==> config.mk <==
export PLATFORM = sky130hd
export DESIGN_NAME = riscv_boot_ctrl
export DESIGN_NICKNAME = d
export VERILOG_FILES = /design/src/rtl/riscv_boot_ctrl.sv
export SDC_FILE = /design/constraint.sdc
export NUM_CORES = 1
export LEC_CHECK = 0
export BUFFER_PORTS_ARGS = -buffer_cell sky130_fd_sc_hd__buf_2
export CORE_MARGIN = 3
export CORE_UTILIZATION = 46
export CTS_CLUSTER_SIZE = 12
export DETAILED_ROUTE_END_ITERATION = 12
export GPL_ROUTABILITY_DRIVEN = 0
export PLACE_DENSITY_LB_ADDON = 0.1
export SYNTH_ARGS = -nofsm -noshare
export SYNTH_HDL_FRONTEND = slang
export SYNTH_SLANG_ARGS = --single-unit
==> constraint.sdc <==
create_clock -name clk -period 1.7 [get_ports clk]
set_input_delay 0.17 -clock clk [delete_from_list [all_inputs] [get_ports clk]]
set_output_delay 0.17 -clock clk [all_outputs]
set_load 0.02 [all_outputs]
==> src/rtl/riscv_boot_ctrl.sv <==
// riscv_boot_ctrl
//   Boot/reset sequencer placed in front of riscv_pipeline_top. A program image arrives as a
//   valid/ready word stream, is written into instruction memory one word per accepted beat
//   (one cycle after the accept), and the core reset is then released after a short hold.
//   A start pulse in RUN reloads the image and re-resets the core.
//
//   Optional feature: define CHECKSUM_EN to require one trailer word after the data words.
//   The sum of all data words plus the trailer (mod 2**WORD_W) must be zero, otherwise the
//   block parks in ERR with boot_err high. Without CHECKSUM_EN, ERR is unreachable and
//   boot_err is tied low.
module riscv_boot_ctrl #(
    parameter int ADDR_W      = 10,
    parameter int WORD_W      = 32,
    parameter int HOLD_CYCLES = 4
) (
    input  logic              clk,
    input  logic              reset_n,
    input  logic              start,
    input  logic [ADDR_W:0]   num_words,
    input  logic              ld_valid,
    output logic              ld_ready,
    input  logic [WORD_W-1:0] ld_data,
    output logic              imem_we,
    output logic [ADDR_W-1:0] imem_addr,
    output logic [WORD_W-1:0] imem_wdata,
    output logic              core_reset_n,
    output logic              busy,
    output logic              boot_done,
    output logic              boot_err
);

    // Image length saturates at the memory capacity, so the write address never wraps.
    localparam logic [ADDR_W:0]   CAPACITY  = {1'b1, {ADDR_W{1'b0}}};
    localparam logic [ADDR_W:0]   REM_ONE   = (ADDR_W + 1)'(1);
    localparam logic [ADDR_W-1:0] IDX_ONE   = ADDR_W'(1);
    localparam int                HCW       = (HOLD_CYCLES > 1) ? $clog2(HOLD_CYCLES) : 1;
    localparam logic [HCW-1:0]    HOLD_LOAD = HCW'(HOLD_CYCLES - 1);
    localparam logic [HCW-1:0]    HOLD_ONE  = HCW'(1);

    typedef enum logic [2:0] {
        ST_IDLE = 3'd0,
        ST_LOAD = 3'd1,
        ST_HOLD = 3'd2,
        ST_RUN  = 3'd3,
        ST_ERR  = 3'd4
    } state_t;

    state_t            state_r;
    state_t            state_nxt_s;
    logic [ADDR_W:0]   remaining_r;
    logic [ADDR_W-1:0] idx_r;
    logic [HCW-1:0]    hold_cnt_r;
    logic              accept_s;
    logic              start_ok_s;
    logic              data_beat_s;
    logic              write_s;
    logic [ADDR_W:0]   load_len_s;
`ifdef CHECKSUM_EN
    logic [WORD_W-1:0] sum_r;
    logic [WORD_W-1:0] sum_total_s;
`endif

    function automatic logic [ADDR_W:0] sat_len(input logic [ADDR_W:0] n);
        if (n > CAPACITY) begin
            return CAPACITY;
        end else begin
            return n;
        end
    endfunction

    // Handshake decode: which beats are accepted and whether an accepted beat is image data.
    always_comb begin
        accept_s   = ld_valid && ld_ready;
        start_ok_s = start && ((state_r == ST_IDLE) || (state_r == ST_RUN) || (state_r == ST_ERR));
        load_len_s = sat_len(num_words);
`ifdef CHECKSUM_EN
        // Once all data words are in, the next accepted beat is the trailer.
        data_beat_s = (remaining_r != {(ADDR_W + 1){1'b0}});
        sum_total_s = sum_r + ld_data;
`else
        data_beat_s = 1'b1;
`endif
        write_s = accept_s && data_beat_s;
    end

    // Next-state logic for the boot sequencer.
    always_comb begin
        state_nxt_s = state_r;
        case (state_r)
            ST_IDLE, ST_RUN, ST_ERR: begin
                if (start) begin
`ifdef CHECKSUM_EN
                    // An empty image still carries a trailer, so always stream.
                    state_nxt_s = ST_LOAD;
`else
                    if (num_words == {(ADDR_W + 1){1'b0}}) begin
                        state_nxt_s = ST_HOLD;
                    end else begin
                        state_nxt_s = ST_LOAD;
                    end
`endif
                end else begin
                    state_nxt_s = state_r;
                end
            end
            ST_LOAD: begin
                if (accept_s) begin
`ifdef CHECKSUM_EN
                    if (!data_beat_s) begin
                        if (sum_total_s == {WORD_W{1'b0}}) begin
                            state_nxt_s = ST_HOLD;
                        end else begin
                            state_nxt_s = ST_ERR;
                        end
                    end else begin
                        state_nxt_s = ST_LOAD;
                    end
`else
                    if (remaining_r == REM_ONE) begin
                        state_nxt_s = ST_HOLD;
                    end else begin
                        state_nxt_s = ST_LOAD;
                    end
`endif
                end else begin
                    state_nxt_s = ST_LOAD;
                end
            end
            ST_HOLD: begin
                if (hold_cnt_r == {HCW{1'b0}}) begin
                    state_nxt_s = ST_RUN;
                end else begin
                    state_nxt_s = ST_HOLD;
                end
            end
            default: begin
                state_nxt_s = ST_IDLE;
            end
        endcase
    end

    // State register.
    always_ff @(posedge clk or negedge reset_n) begin
        if (!reset_n) begin
            state_r <= ST_IDLE;
        end else begin
            state_r <= state_nxt_s;
        end
    end

    // Load bookkeeping: words still expected, next write address, and the hold down-counter.
    always_ff @(posedge clk or negedge reset_n) begin
        if (!reset_n) begin
            remaining_r <= {(ADDR_W + 1){1'b0}};
            idx_r       <= {ADDR_W{1'b0}};
            hold_cnt_r  <= {HCW{1'b0}};
        end else begin
            if (start_ok_s) begin
                remaining_r <= load_len_s;
                idx_r       <= {ADDR_W{1'b0}};
            end else if (write_s) begin
                remaining_r <= remaining_r - REM_ONE;
                idx_r       <= idx_r + IDX_ONE;
            end
            if ((state_nxt_s == ST_HOLD) && (state_r != ST_HOLD)) begin
                hold_cnt_r <= HOLD_LOAD;
            end else if ((state_r == ST_HOLD) && (hold_cnt_r != {HCW{1'b0}})) begin
                hold_cnt_r <= hold_cnt_r - HOLD_ONE;
            end
        end
    end

`ifdef CHECKSUM_EN
    // Running sum of the data words; the trailer is added combinationally when it arrives.
    always_ff @(posedge clk or negedge reset_n) begin
        if (!reset_n) begin
            sum_r <= {WORD_W{1'b0}};
        end else if (start_ok_s) begin
            sum_r <= {WORD_W{1'b0}};
        end else if (write_s) begin
            sum_r <= sum_r + ld_data;
        end
    end

    // Error flag follows the state being entered so it is registered and glitch-free.
    always_ff @(posedge clk or negedge reset_n) begin
        if (!reset_n) begin
            boot_err <= 1'b0;
        end else begin
            boot_err <= (state_nxt_s == ST_ERR);
        end
    end
`else
    assign boot_err = 1'b0;
`endif

    // Registered outputs, computed from the state being entered so they align with it.
    // core_reset_n can only rise on a clock edge into RUN and falls asynchronously with reset_n.
    always_ff @(posedge clk or negedge reset_n) begin
        if (!reset_n) begin
            ld_ready     <= 1'b0;
            busy         <= 1'b0;
            boot_done    <= 1'b0;
            core_reset_n <= 1'b0;
            imem_we      <= 1'b0;
            imem_addr    <= {ADDR_W{1'b0}};
            imem_wdata   <= {WORD_W{1'b0}};
        end else begin
            ld_ready     <= (state_nxt_s == ST_LOAD);
            busy         <= (state_nxt_s == ST_LOAD) || (state_nxt_s == ST_HOLD);
            boot_done    <= (state_nxt_s == ST_RUN);
            core_reset_n <= (state_nxt_s == ST_RUN);
            imem_we      <= write_s;
            if (write_s) begin
                imem_addr  <= idx_r;
                imem_wdata <= ld_data;
            end
        end
    end

endmodule

==> results.cfg, run 1 <==
[run_status]
status = finished clean

[cts]
cts_root_buffer = sky130_fd_sc_hd__clkbuf_8
clock_path_buffers = 2
cts.clk_slew.worst_paths_ns = 0.07
clkSinkCount = 72
clk-insertion-delay-late_ns = 0.33
htree_num_levels = 3
tritoncts = yes
tritoncts.num_buffers = 9

[floorplan]
rows = 29
die_height_um = 88.7
ios = 95
fp.dieArea_um2 = 7870
die_width_um = 88.7
start_util_pct = 48.4
core_um2 = 6490

[worst_setup_path]
cp.arrival_ns = 1.91
worst_setup_path_end_kind = flip-flop
timing_worst_setup_path_type = flip-flop to flip-flop
worstSetupStartpointType = flip-flop
critical_path_required_ns = 1.92
worstPathMaxFanout = 4

[timing]
timing_worst_slew_pin_value_ns = 0.501
final-setup-viol-count = 0
timing.final.crit_share_pct = 99.9
fin_setup_tns_ns = 0
relSlewSlack_pct = 66.6
grt_setup_unrepaired = yes
maxClockFrequency_mhz = 589
worst_clock_skew_ns = 0.00711
fin_crit_ns = 1.70
final_hold_viol_count = 0
slew_viol_final = 0

[place]
place.detailed.hpwl_um = 5030
place_area_um2 = 3790
place_inst = 507
io_buffer_count = 93

[synth]
synth.net_count = 387
netlist_instances = 336
number_of_synthesized_flops_with_an_enable_pin = 0
yosys_register_bits = 72
synth.yosys.warnings = 0
synth-seq-area-share_pct = 57.3
syn_area_um2 = 3150
postSynthAreaPerCell_um2 = 9.36
share_of_flip_flops_with_an_asynchronous_set_or_reset_pct = 100
ys_dominant_reg_cell = sky130_fd_sc_hd__dfrtp_1
post_synth_num_cell_types = 40

[cells_and_area]
layout.cells.most_common = sky130_fd_sc_hd__nand2_1
flow.area_growth_from_synthesis_pct = 27.2
drive_gt1_share_pct = 30.5
finalNetCount = 495
fin_cells = 526
final_core_util_pct = 61.6
diodes = 0
final_cell_mix = sky130_fd_sc_hd__nand2_1, sky130_fd_sc_hd__buf_2, sky130_fd_sc_hd__dfrtp_1
fin_area_um2 = 4000

[pwr]
sequentialPowerShare_pct = 43.4
power.internal_uw = 3610
power.switching_fraction_pct = 37.6
power.leakage_uw = 0.00213
power_uw = 5780
p_per_area_nw_per_um2 = 1450
ir_drop_v = 0.000790
net-switching-power_uw = 2180
clock_power_share_pct = 20.9
p_comb_share_pct = 35.7

[routing]
length_of_the_first_detailed_routing_pass_in_iterations = 4
drtAntennaViolNets = 0
post-route-drc-count = 0
routed_wirelength_um = 7070
drtIter0Drc = 127
routed_via_density = 4.92
dr_total_vias = 2587
routedWlPerCell_um = 13.4

[global_route]
maximum_number_of_pins_on_one_net_before_global_route_repair = 41
remaining_global_route_overflow = 0
grt_pass1_wl_um = 11800
antenna_violations_before_repair = 0
grt_pass1_vias = 2549
track_usage_pct = 19.3

[worst_hold_path]
timing.hold.worst.class = input port to flip-flop

[flow_run]
cap_violations = 0
[synth_stat cells (2+ instances only)]
master	instances	area (um2)
sky130_fd_sc_hd__nand2_1	139	522
sky130_fd_sc_hd__dfrtp_1	72	1800
sky130_fd_sc_hd__nor2_1	16	60.1
sky130_fd_sc_hd__xor2_1	13	114
sky130_fd_sc_hd__clkbuf_1	12	45.0
sky130_fd_sc_hd__inv_1	8	30.0
sky130_fd_sc_hd__o21ai_0	7	35.0
sky130_fd_sc_hd__a21oi_1	6	30.0
sky130_fd_sc_hd__xnor2_1	6	52.6
sky130_fd_sc_hd__o2bb2ai_1	5	43.8
sky130_fd_sc_hd__ha_1	4	50.1
sky130_fd_sc_hd__nand3b_1	4	30.0
sky130_fd_sc_hd__nand4_1	4	25.0
sky130_fd_sc_hd__nor3_1	4	20.0
sky130_fd_sc_hd__nor3b_1	3	22.5
sky130_fd_sc_hd__a211oi_1	2	15.0
sky130_fd_sc_hd__and3b_1	2	17.5
sky130_fd_sc_hd__buf_4	2	15.0
sky130_fd_sc_hd__nand3_1	2	10.0
sky130_fd_sc_hd__nor4_1	2	12.5
sky130_fd_sc_hd__nor4b_1	2	17.5
sky130_fd_sc_hd__o21a_1	2	15.0
sky130_fd_sc_hd__or3_1	2	12.5
[registers in the layout (all words and copies together) (netlist names)]
name,cells
state_r,3
idx_r,10
boot_done,1
imem_we,1
remaining_r,11
busy,1
ld_ready,1
imem_wdata,32
hold_cnt_r,2
imem_addr,10
[worst max-delay path: stages, from the launching register on]
cell and delay (ns):
sky130_fd_sc_hd__dfrtp_1 0.41, sky130_fd_sc_hd__inv_1 0.08, sky130_fd_sc_hd__ha_1 0.17, sky130_fd_sc_hd__nor3b_2 0.15, sky130_fd_sc_hd__and4_1 0.20, sky130_fd_sc_hd__a21oi_2 0.19, sky130_fd_sc_hd__nand2_2 0.12, sky130_fd_sc_hd__a31o_2 0.26
[power groups by stage]
stage          Combinational (uW)  Sequential, uW  Clock, uW
3_3_place_gp                 1990            2530          0
6_report                     2060            2510       1210
5_1_grt                      2310            2570       1320
4_1_cts                      2070            2510       1250
3_5_place_dp                 2040            2540          0
2_1_floorplan                 953            2850          0
[final timing paths]
check / start / end / slack (ns) / depth (start not counted)
setup / recovery: remaining_r[1] / hold_cnt_r[0] / 0.002 / 7
hold / removal: ld_data[20] / imem_wdata[20] / 0.03 / 3
setup reg to reg: remaining_r[1] / hold_cnt_r[0] / 0.002 / 7
hold reg to reg: imem_wdata[12] / imem_wdata[12] / 0.47 / 2
max in group asynchronous: reset_n / imem_wdata[4] / 0.95 / 3
min in group asynchronous: reset_n / remaining_r[5] / 0.23 / 2
[per-stage QoR]
step / worst slack, ns / hold slack [ns]
floorplan: 0.0157 / -0.126
detailed placement: -0.126 / 0.0453
CTS: -0.00695 / 0.0125
global placement: -0.0981 / 0.0400
global route: -0.0871 / 0.0141
finish: 0.00245 / 0.0308
[cell families after synthesis]
| kind of cell | after synthesis | share of synthesized area (%) |
|---|---|---|
| compound gates | 28 | 6.36 |
| xor+xnor | 19 | 5.29 |
| simple gates | 189 | 26.4 |
| fa+ha+maj | 4 | 1.59 |
| other cells | 1 | 0.119 |
| buf+inv | 23 | 2.98 |
| flops | 72 | 57.3 |
[layout make-up]
class,count,area (um2)
clock inverters,2,13.8
fillers,571,2490
flip-flops and latches,72,1800
inverters,8,30.0
repair buffers,112,626
multi-input cells,241,1270
clock buffers,14,163
well taps,77,96.3
[timing repair]
action,4_1_cts,5_1_grt
hold buffers,1,0
buffers inserted,1,1
setup endpoints to repair,2,13
gates cloned,0,0
pin swaps,3,3
endpoints found under the hold margin,53,0
gates resized for setup,2,3
[routing by layer]
metal	wire length, um	up-vias	track usage [%]
met4	72	0	7.97
met5	0	-	0
met3	373	7	4.19
met2	3480	70	31.2
li1	-	1296	-
met1	3140	1214	25.2
Note: power is estimated with default switching activity, not from simulation.
==> run 2, diff against run 1 <==
==> config.mk (replaced) <==
export PLATFORM = sky130hd
export DESIGN_NAME = riscv_boot_ctrl
export DESIGN_NICKNAME = d
export VERILOG_FILES = /design/src/rtl/riscv_boot_ctrl.sv
export SDC_FILE = /design/constraint.sdc
export NUM_CORES = 1
export LEC_CHECK = 0
export ABC_AREA = 1
export CORE_MARGIN = 3
export CORE_UTILIZATION = 53
export CTS_CLUSTER_SIZE = 12
export DETAILED_ROUTE_END_ITERATION = 12
export DONT_BUFFER_PORTS = 1
export GPL_ROUTABILITY_DRIVEN = 0
export PLACE_DENSITY = 0.71
export SYNTH_ARGS = -nofsm -noshare
export SYNTH_HDL_FRONTEND = slang
export SYNTH_SLANG_ARGS = --single-unit
==> results.cfg, run 2 <==
[global_route]
grt_pass1_vias = 2666
track_usage_pct = 21.0
grt_pass1_wl_um = 12100
antenna_violations_before_repair = 0
maximum_number_of_pins_on_one_net_before_global_route_repair = 73
remaining_global_route_overflow = 0

[synth]
synth_area_in_adders_pct = 1.50
synth.most_common_cell = sky130_fd_sc_hd__nand2_1
synth_largest_type_area_fraction_pct = 53.9
ys_dominant_reg_cell = sky130_fd_sc_hd__dfrtp_1
yosys-mux-area-fraction_pct = 0
synthTopCellsByCount = sky130_fd_sc_hd__nand2_1, sky130_fd_sc_hd__dfrtp_1, sky130_fd_sc_hd__inv_1
synth.net_count = 446
post-synth-top-area-cell = sky130_fd_sc_hd__dfrtp_1
synth_compound_gate_area_share_pct = 7.30
post_synth_num_cell_types = 35
synth_area_leaders = sky130_fd_sc_hd__dfrtp_1, sky130_fd_sc_hd__nand2_1, sky130_fd_sc_hd__inv_1
synth.yosys.warnings = 0
synth-seq-area-share_pct = 53.9
yosys_register_bits = 72
number_of_synthesized_flops_with_an_enable_pin = 0
yosys.area_share.xor_xnor_pct = 1.57
syn_area_um2 = 3340
share_of_flip_flops_with_an_asynchronous_set_or_reset_pct = 100
synth_top_family_by_area = simple AND/OR/NAND/NOR gates
area_fraction_in_and_or_nand_and_nor_cells_after_synthesis_pct = 29.0
postSynthAreaPerCell_um2 = 8.46
netlist_instances = 395

[cells_and_area]
drive_gt1_share_pct = 11.6
layout.cells.most_common = sky130_fd_sc_hd__nand2_1
register_area_um2 = 1800
top_regs = imem_wdata: 32 flops, remaining_r: 11 flops
finalNetCount = 487
flow.area_growth_from_synthesis_pct = 18.7
largest_reg_flops = 32
fin_cells = 516
area_of_the_multi_input_gates_um2 = 1320
final_cell_mix = sky130_fd_sc_hd__nand2_1, sky130_fd_sc_hd__dfrtp_1, sky130_fd_sc_hd__dlygate4sd3_1
diodes = 0
registers.top_by_ff_count = imem_wdata
num-fill-cells = 494

[cts]
clkSinkCount = 72
postCtsHoldBufs = 39
cts_root_buffer = sky130_fd_sc_hd__clkbuf_8
cts_setup_buffers = 0
cts_resized = 0
clock_path_buffers = 2
clk-insertion-delay-late_ns = 0.34
tritoncts = yes
tritoncts.num_buffers = 9
htree_num_levels = 3
cts.clk_slew.worst_paths_ns = 0.08

[worst_setup_path]
r2r_slack_ns = 0.23
critical_path_required_ns = 1.97
worst_r2r_path_depth = 7
reg2reg_to = remaining_r[8]
timing_worst_setup_path_type = flip-flop to flip-flop
worstPathMaxFanout = 14
worst_setup_path_end_kind = flip-flop
launch_point_of_the_critical_path = state_r[0]
worstSetupStartpointType = flip-flop
cp.arrival_ns = 1.74
critical_path.reg2reg.startpoint = state_r[0]

[timing]
worst_clock_skew_ns = 0.00776
fin_worst_hold_slack_ns = -0.485
final-setup-viol-count = 0
grt_setup_unrepaired = no
final_hold_viol_count = 72
timing.final.crit_share_pct = 86.4
fin_setup_tns_ns = 0
fin_crit_ns = 1.47
maxClockFrequency_mhz = 681
slew_viol_final = 0

[floorplan]
ios = 95
die_height_um = 85.4
die_width_um = 85.4
fp.dieArea_um2 = 7290
rows = 28
core_um2 = 6030
start_util_pct = 55.4

[worst_hold_path]
timing.hold.worst.class = input port to asynchronous set/reset pin

[routing]
routed_via_density = 5.23
drtAntennaViolNets = 0
routedWlPerCell_um = 14.4
drtIter0Drc = 143
length_of_the_first_detailed_routing_pass_in_iterations = 4
post-route-drc-count = 0
dr_total_vias = 2699
routed_wirelength_um = 7450

[place]
place.detailed.hpwl_um = 4750
io_buffer_count = 0
place_inst = 461

[flow_run]
cap_violations = 0

[pwr]
power.leakage_uw = 0.00197
p_per_area_nw_per_um2 = 1650
ir_drop_v = 0.000955

[run_status]
failed_checks = negative hold slack
status = finished, violations left
## run 2: critical path, stage by stage (launching register included)
cell and delay [ns]:
sky130_fd_sc_hd__dfrtp_1 0.41, sky130_fd_sc_hd__or2_4 0.27, sky130_fd_sc_hd__nand2_2 0.07, sky130_fd_sc_hd__nand2_2 0.15, sky130_fd_sc_hd__buf_12 0.20, sky130_fd_sc_hd__nand2_8 0.08
sky130_fd_sc_hd__o221ai_2 0.10, sky130_fd_sc_hd__a21oi_2 0.11
## run 2: cells by family after synthesis
group,count (synthesis)
and+or+nand+nor,224
DFF,72
buffers and inverters,49
AOI/OAI and AO/OA,39
xor gates and xnor gates,6
adders and majority gates,4
other,1
## run 2: area by class of cell
type                       count  area share, %
multi-input combinational    274           33.3
inverter                      35           3.44
timing repair buffer          44           11.1
clock buffer                   9           3.13
tap                           75           2.37
sequential                    72           45.5
clock inverter                 7           1.20
## run 2: power breakdown
group / switching (uW) / internal, uW / total [uW]
registers: 1030 / 2340 / 3380
logic: 1220 / 768 / 1990
clock network: 643 / 528 / 1170
total: 2890 / 3640 / 6530
## run 2: layer usage
metal  track usage, %  share of wire (%)  vias to the layer above
met1             26.5                 42                     1253
met5                0                  0                        -
met4             8.63                1.8                        0
met2             33.8                 47                      116
met3             6.31                9.1                       17
li1                 -                  -                     1313
## run 2: worst max path at each step
stage	cells past startpoint	slack (ns)	endpoint
after global placement	9	0.27	busy
after global routing	9	0.08	idx_r[7]
after detailed placement	7	0.24	remaining_r[8]
final	7	0.23	remaining_r[8]
after floorplan	9	0.36	idx_r[7]
after CTS	7	0.22	remaining_r[8]
## run 2: through the flow
step / utilization, % / setup slack, ns / power [uW] / area, um2
after floorplan: - / 0.360 / 4850 / 3340
after global placement: 56.5 / 0.267 / 5200 / 3400
after detailed placement: 56.5 / 0.237 / 5300 / 3400
after CTS: 65.8 / 0.221 / 6570 / 3960
after global routing: 65.8 / 0.0806 / 7010 / 3960
final: 65.8 / 0.231 / 6530 / 3960
